`src/rtl/tmds_channel_decoder.sv`:
```
// Receive-side decoder for one TMDS channel: finds symbol alignment on control-token runs,
// then decodes video bytes and control tokens from unaligned 10-bit deserializer words.
module tmds_channel_decoder #(
  parameter int unsigned CTRL_RUN       = 32,
  parameter int unsigned SEARCH_TIMEOUT = 2048,
  parameter int unsigned LOSS_TIMEOUT   = 2048
) (
  input  logic       clk_25mhz,
  input  logic       reset,
  input  logic [9:0] i_sym,
  output logic [7:0] o_data,
  output logic       o_de,
  output logic [1:0] o_ctrl,
  output logic       o_locked,
  output logic [3:0] o_offset
);

  localparam int unsigned MAX_TMO = (SEARCH_TIMEOUT > LOSS_TIMEOUT) ? SEARCH_TIMEOUT : LOSS_TIMEOUT;
  localparam int unsigned CNT_W   = $clog2(MAX_TMO + 1);

  localparam logic [CNT_W-1:0] RUN_LAST  = CNT_W'(CTRL_RUN - 1);
  localparam logic [CNT_W-1:0] SRCH_LAST = CNT_W'(SEARCH_TIMEOUT - 1);
  localparam logic [CNT_W-1:0] LOSS_LAST = CNT_W'(LOSS_TIMEOUT - 1);
  localparam logic [1:0]       GUARD_SYMS = 2'd2;
  localparam logic [3:0]       OFFSET_MAX = 4'd9;

  localparam logic [9:0] TOK_C00 = 10'b1101010100;
  localparam logic [9:0] TOK_C01 = 10'b0010101011;
  localparam logic [9:0] TOK_C10 = 10'b0101010100;
  localparam logic [9:0] TOK_C11 = 10'b1010101011;

  typedef enum logic {S_SEARCH = 1'b0, S_LOCKED = 1'b1} state_t;

  state_t           r_state;
  state_t           w_state_next;
  logic [9:0]       r_r0;
  logic [9:0]       r_r1;
  logic [9:0]       r_a_sym;
  logic [19:0]      w_window;
  logic [3:0]       r_offset;
  logic [3:0]       w_offset_next;
  logic [3:0]       w_offset_inc;
  logic [CNT_W-1:0] r_run;
  logic [CNT_W-1:0] w_run_next;
  logic [CNT_W-1:0] r_tmo;
  logic [CNT_W-1:0] w_tmo_next;
  logic [CNT_W-1:0] r_gap;
  logic [CNT_W-1:0] w_gap_next;
  logic [1:0]       r_guard;
  logic [1:0]       w_guard_next;
  logic             w_is_tok;
  logic [1:0]       w_tok_val;
  logic [7:0]       w_d;
  logic [7:0]       w_dec;
  logic [7:0]       r_data;
  logic [7:0]       w_data_next;
  logic             r_de;
  logic             w_de_next;
  logic [1:0]       r_ctrl;
  logic [1:0]       w_ctrl_next;
  logic             r_locked;
  logic             w_locked_next;

  // Bit-slip window: older word in the low half, so bit 0 is the earliest serial bit
  assign w_window     = {r_r0, r_r1};
  assign w_offset_inc = (r_offset == OFFSET_MAX) ? 4'd0 : r_offset + 4'd1;

  always_ff @(posedge clk_25mhz) begin
    if (reset) begin
      r_r0    <= '0;
      r_r1    <= '0;
      r_a_sym <= '0;
    end else begin
      r_r0    <= i_sym;
      r_r1    <= r_r0;
      r_a_sym <= w_window[r_offset +: 10];
    end
  end

  always_comb begin
    w_is_tok  = 1'b1;
    w_tok_val = 2'b00;
    case (r_a_sym)
      TOK_C00: w_tok_val = 2'b00;
      TOK_C01: w_tok_val = 2'b01;
      TOK_C10: w_tok_val = 2'b10;
      TOK_C11: w_tok_val = 2'b11;
      default: w_is_tok  = 1'b0;
    endcase
  end

  // Undo the optional inversion, then the XOR/XNOR transition-minimising chain
  always_comb begin
    w_d      = r_a_sym[9] ? ~r_a_sym[7:0] : r_a_sym[7:0];
    w_dec    = '0;
    w_dec[0] = w_d[0];
    for (int i = 1; i < 8; i++) begin
      w_dec[i] = r_a_sym[8] ? (w_d[i] ^ w_d[i-1]) : ~(w_d[i] ^ w_d[i-1]);
    end
  end

  always_ff @(posedge clk_25mhz) begin
    if (reset) begin
      r_state  <= S_SEARCH;
      r_offset <= '0;
      r_run    <= '0;
      r_tmo    <= '0;
      r_gap    <= '0;
      r_guard  <= '0;
    end else begin
      r_state  <= w_state_next;
      r_offset <= w_offset_next;
      r_run    <= w_run_next;
      r_tmo    <= w_tmo_next;
      r_gap    <= w_gap_next;
      r_guard  <= w_guard_next;
    end
  end

  // Symbols straddling an offset change are stale, so the guard keeps them out of the run
  always_comb begin
    w_state_next  = r_state;
    w_offset_next = r_offset;
    w_run_next    = r_run;
    w_tmo_next    = r_tmo;
    w_gap_next    = r_gap;
    w_guard_next  = r_guard;
    case (r_state)
      S_SEARCH: begin
        w_tmo_next = r_tmo + CNT_W'(1);
        if (r_guard != 2'd0) begin
          w_guard_next = r_guard - 2'd1;
          w_run_next   = '0;
        end else if (w_is_tok) begin
          w_run_next = r_run + CNT_W'(1);
        end else begin
          w_run_next = '0;
        end
        if ((r_guard == 2'd0) && w_is_tok && (r_run == RUN_LAST)) begin
          w_state_next = S_LOCKED;
          w_run_next   = '0;
          w_tmo_next   = '0;
          w_gap_next   = '0;
        end else if (r_tmo == SRCH_LAST) begin
          w_offset_next = w_offset_inc;
          w_run_next    = '0;
          w_tmo_next    = '0;
          w_guard_next  = GUARD_SYMS;
        end
      end
      S_LOCKED: begin
        if (w_is_tok) begin
          w_gap_next = '0;
        end else if (r_gap == LOSS_LAST) begin
          w_state_next  = S_SEARCH;
          w_offset_next = w_offset_inc;
          w_run_next    = '0;
          w_tmo_next    = '0;
          w_gap_next    = '0;
          w_guard_next  = GUARD_SYMS;
        end else begin
          w_gap_next = r_gap + CNT_W'(1);
        end
      end
      default: w_state_next = S_SEARCH;
    endcase
  end

  // Outputs follow the lock state being entered, so o_locked and o_de/o_ctrl stay consistent
  always_comb begin
    w_locked_next = (w_state_next == S_LOCKED);
    w_de_next     = 1'b0;
    w_data_next   = '0;
    w_ctrl_next   = '0;
    if (w_locked_next) begin
      if (w_is_tok) begin
        w_ctrl_next = w_tok_val;
      end else begin
        w_de_next   = 1'b1;
        w_data_next = w_dec;
        w_ctrl_next = r_ctrl;
      end
    end
  end

  always_ff @(posedge clk_25mhz) begin
    if (reset) begin
      r_locked <= 1'b0;
      r_de     <= 1'b0;
      r_data   <= '0;
      r_ctrl   <= '0;
    end else begin
      r_locked <= w_locked_next;
      r_de     <= w_de_next;
      r_data   <= w_data_next;
      r_ctrl   <= w_ctrl_next;
    end
  end

  assign o_data   = r_data;
  assign o_de     = r_de;
  assign o_ctrl   = r_ctrl;
  assign o_locked = r_locked;
  assign o_offset = r_offset;

endmodule

```
`config.mk`:
```
export PLATFORM = sky130hd
export DESIGN_NAME = tmds_channel_decoder
export DESIGN_NICKNAME = d
export VERILOG_FILES = /design/src/rtl/tmds_channel_decoder.sv
export SDC_FILE = /design/constraint.sdc
export NUM_CORES = 1
export LEC_CHECK = 0
export BUFFER_PORTS_ARGS = -buffer_cell sky130_fd_sc_hd__buf_2
export CORE_ASPECT_RATIO = 0.7
export CORE_MARGIN = 2
export CORE_UTILIZATION = 30
export CTS_CLUSTER_SIZE = 30
export DETAILED_ROUTE_END_ITERATION = 8
export PLACE_DENSITY = 0.49
export SYNTH_ARGS = -nofsm -noshare
export SYNTH_HDL_FRONTEND = slang
export SYNTH_SLANG_ARGS = --single-unit
```
`constraint.sdc`:
```
create_clock -name clk_25mhz -period 2.3 [get_ports clk_25mhz]
set_input_delay 0.345 -clock clk_25mhz [delete_from_list [all_inputs] [get_ports clk_25mhz]]
set_output_delay 0.345 -clock clk_25mhz [all_outputs]
set_load 0.005 [all_outputs]
```
==> impl_metrics.ini <==
[clock_tree]
htreeDepth = 3
clkTransAtPathRegs_ns = 0.06
cts_tree = yes
clkSinkCount = 84
root_buffer = clkbuf_16
post-cts-setup-buffers = 0
cts_buffers = 9
insertion_delay_ns = 0.34
cts_max_path_buffers = 2

[run_status]
status = finished, final reports clean

[critical_path]
critical_path_buf_inv_count = 1
regToRegSetupSlack_ns = 0.13
crit_start = r_run[0]
worst_setup_path_start_kind = register
cp_top_family = simple AND/OR/NAND/NOR gates
cpMaxStageDelayCell = nor3_2
r2r_cells = 8
slowest_delay_ns = 0.35
critical_path_required_ns = 2.54
cp-end-kind = register
reg2reg_to = r_run[8]
cp_cell_sequence = ha_1, and4_1, nand4_1, a21oi_4, buf_4, nor3_2, nand2_1, o311ai_1
r2r_start = r_run[0]
critical_path_class = register to register
arrival_ns = 2.41
crit_path_max_fanout = 8

[job]
drv_cap = 0

[power]
p_leak_nw = 1.888
irDropWorstVdd_uv = 250.9
pwr_density_cell_nw_per_um2 = 590.1

[placement]
routabilityCongestion = 0.8099
port_buffers = 27
dp_hpwl_mm = 7.565

[timing]
slew_viol_final = 0
finalSetupViolations = 0
fmax_ghz = 0.4601
rsz0062_at_grt = yes
worst_pin_slew_ns = 0.9301
period_minus_slack_ns = 2.174
finClkSkew_ns = 0.004181
fin_setup_tns_ns = 0
relSlewSlack = 0.3791
min_period_over_period = 0.9450
finalHoldViolations = 0

[synth]
yosysUniqueCellTypes = 63
seq_area_frac_synth = 0.3890
synth_ff_type = dfxtp_1
syn_area_per_cell_um2 = 8.769
yosys.area.top_type = dfxtp_1
synth-warning-count = 0
async_flop_share = 0
ys_ff_latch = 84
synth_top_area_share = 0.3890
synth_nets = 516
postSynthCellCount = 493
netlist_area_um2 = 4323
synth_edf_count = 0
synth.area.top_cells = dfxtp_1 (39%), mux2i_1 (6.3%), nor2_1 (4.3%)

[floorplan]
core-area_um2 = 14010
fp.dieH_um = 104.4
rows = 36
die_area_um2 = 15400
top_level_ports = 28
initial_core_util = 0.3086
die_w_um = 147.5

[final_layout]
areaGrowthSynthToFinish_pct = 14.01
final_nets = 543
final_util = 0.3518
drive_above_1_share = 0.1698
n_fill_cell = 1450
num_antenna_cells = 0

[routing]
drt_iter0_drc = 171
via_count = 3552
drt_pre_antenna_iters = 4
drtAntennaViolNets = 0
wl_per_cell_um = 14.36
drc = 0
viasPerCell = 4.975
drt_wl_total_mm = 10.25

[hold_path]
hold_class = input pin to register
hp-start = i_sym[6]
hold_end = r_r0[6]
whs_path_depth = 2

[global_route]
grt_pass1_wl_mm = 17.39
grt-ovfl-total = 0
grt_pass1_vias = 3340
grt_max_degree = 31
track_usage = 0.1409
antenna_found_initial = 0
## worst register-to-register path, stage by stage (launching register included)
cell	delay (ns)
dfxtp_1	0.34
ha_1	0.24
and4_1	0.25
nand4_1	0.16
a21oi_4	0.08
buf_4	0.19
nor3_2	0.35
nand2_1	0.17
o311ai_1	0.30
## per-stage QoR
stage               hold slack, ns  instance area, µm²  std cells  worst slack [ns]  power, mW
finish                      0.2177                4928        714            0.1265      2.908
detailed placement          0.4808                4668        699            0.1030      1.660
floorplan                   0.4416                4323        493            0.3625      1.619
global route                0.2256                4928        714         -0.006884      3.025
CTS                         0.2079                4920        714           0.08522      2.949
global placement            0.4606                4668        699            0.1563      1.658
## layout make-up
| type | count | area [µm²] | area share |
|---|---|---|---|
| tap | 190 | 237.7 | 0.04824 |
| multi-input combinational | 359 | 2409 | 0.4887 |
| clock inverter | 3 | 15.01 | 0.003046 |
| sequential | 84 | 1682 | 0.3412 |
| inverter | 21 | 78.83 | 0.01599 |
| clock buffer | 12 | 236.5 | 0.04798 |
| timing repair buffer | 45 | 270.3 | 0.05484 |
## state kept, by name, indices dropped and copies added (netlist names)
signal / count
o_ctrl: 2
o_data: 8
o_de: 1
o_locked: 1
o_offset: 4
r_a_sym: 10
r_gap: 12
r_guard: 2
r_r0: 10
r_r1: 10
r_run: 12
r_tmo: 12
## power by group
group	internal, mW	switching, mW	total (mW)
combinational	0.0566	0.0666	0.123
clock	0.721	0.560	1.28
sequential	1.48	0.0235	1.50
total	2.26	0.650	2.91
## worst max path at each step
| stage | endpoint | slack [ns] | cells past startpoint |
|---|---|---|---|
| 3_3_place_gp | r_run[8] | 0.16 | 7 |
| 3_5_place_dp | r_tmo[11] | 0.10 | 8 |
| 6_report | r_run[8] | 0.13 | 8 |
| 2_1_floorplan | r_tmo[7] | 0.36 | 9 |
| 4_1_cts | r_run[8] | 0.09 | 7 |
| 5_1_grt | r_run[8] | -0.007 | 8 |
## synthesized netlist by cell type, drive strengths merged (2+ instances only)
master	number
dfxtp	84
nor2	53
nand2	40
a21oi	37
mux2i	27
nor2b	24
nand3	23
inv	20
o21ai	19
buf	16
a211oi	13
clkbuf	13
ha	11
nor3	11
xnor2	11
a311oi	8
and3	8
nand4	8
and2	6
a31oi	5
nor4	5
or3	5
a21o	4
and4	4
mux2	4
a22oi	3
o311ai	3
a211o	2
a22o	2
a41oi	2
mux4	2
nand3b	2
o211a	2
o311a	2
or2	2
or4	2
xor2	2
## routing by layer
layer  global-route usage  vias to the layer above  part of all wire
met2               0.1903                       70              0.38
met1               0.2138                     1655              0.57
met3              0.03465                        8             0.041
met4              0.04739                        0             0.011
met5                    0                        -                 0
li1                     -                     1819                 -
## cell usage in the layout (no fill, tap or decap), types with 3 or more instances in the layout
master | synthesis | routed
a211oi_1 | 13 | 13
a21o_1 | 4 | 4
a21oi_1 | 35 | 35
a22oi_1 | 3 | 3
a311oi_1 | 8 | 8
a31oi_1 | 5 | 5
and2_1 | 6 | 6
and3_1 | 6 | 6
and4_1 | 4 | 3
buf_2 | 7 | 27
buf_4 | 4 | 18
clkbuf_1 | 13 | 3
clkbuf_16 | 0 | 9
clkinv_2 | 0 | 3
dfxtp_1 | 84 | 84
ha_1 | 11 | 11
inv_1 | 19 | 19
mux2_2 | 4 | 4
mux2i_1 | 27 | 27
nand2_1 | 40 | 40
nand3_1 | 21 | 21
nand4_1 | 7 | 7
nor2_1 | 49 | 49
nor2_2 | 4 | 3
nor2b_1 | 23 | 23
nor3_1 | 10 | 10
o21ai_0 | 16 | 16
or3_1 | 4 | 4
xnor2_1 | 11 | 11
## cell families after synthesis
| family | Yosys count | share of synthesized area |
|---|---|---|
| and+or+nand+nor | 196 | 0.2460 |
| AOI/OAI and AO/OA | 106 | 0.1676 |
| DFF | 84 | 0.3890 |
| buffers and inverters | 50 | 0.05586 |
| muxes | 33 | 0.08336 |
| xor gates and xnor gates | 13 | 0.02634 |
| adders and majority gates | 11 | 0.03184 |
## timing repair
| item | in CTS | in global routing |
|---|---|---|
| hold buffers | 0 | 0 |
| setup endpoints to repair | 0 | 3 |
| gates resized for setup | 0 | 3 |
Power figures use the tool's default switching activity.
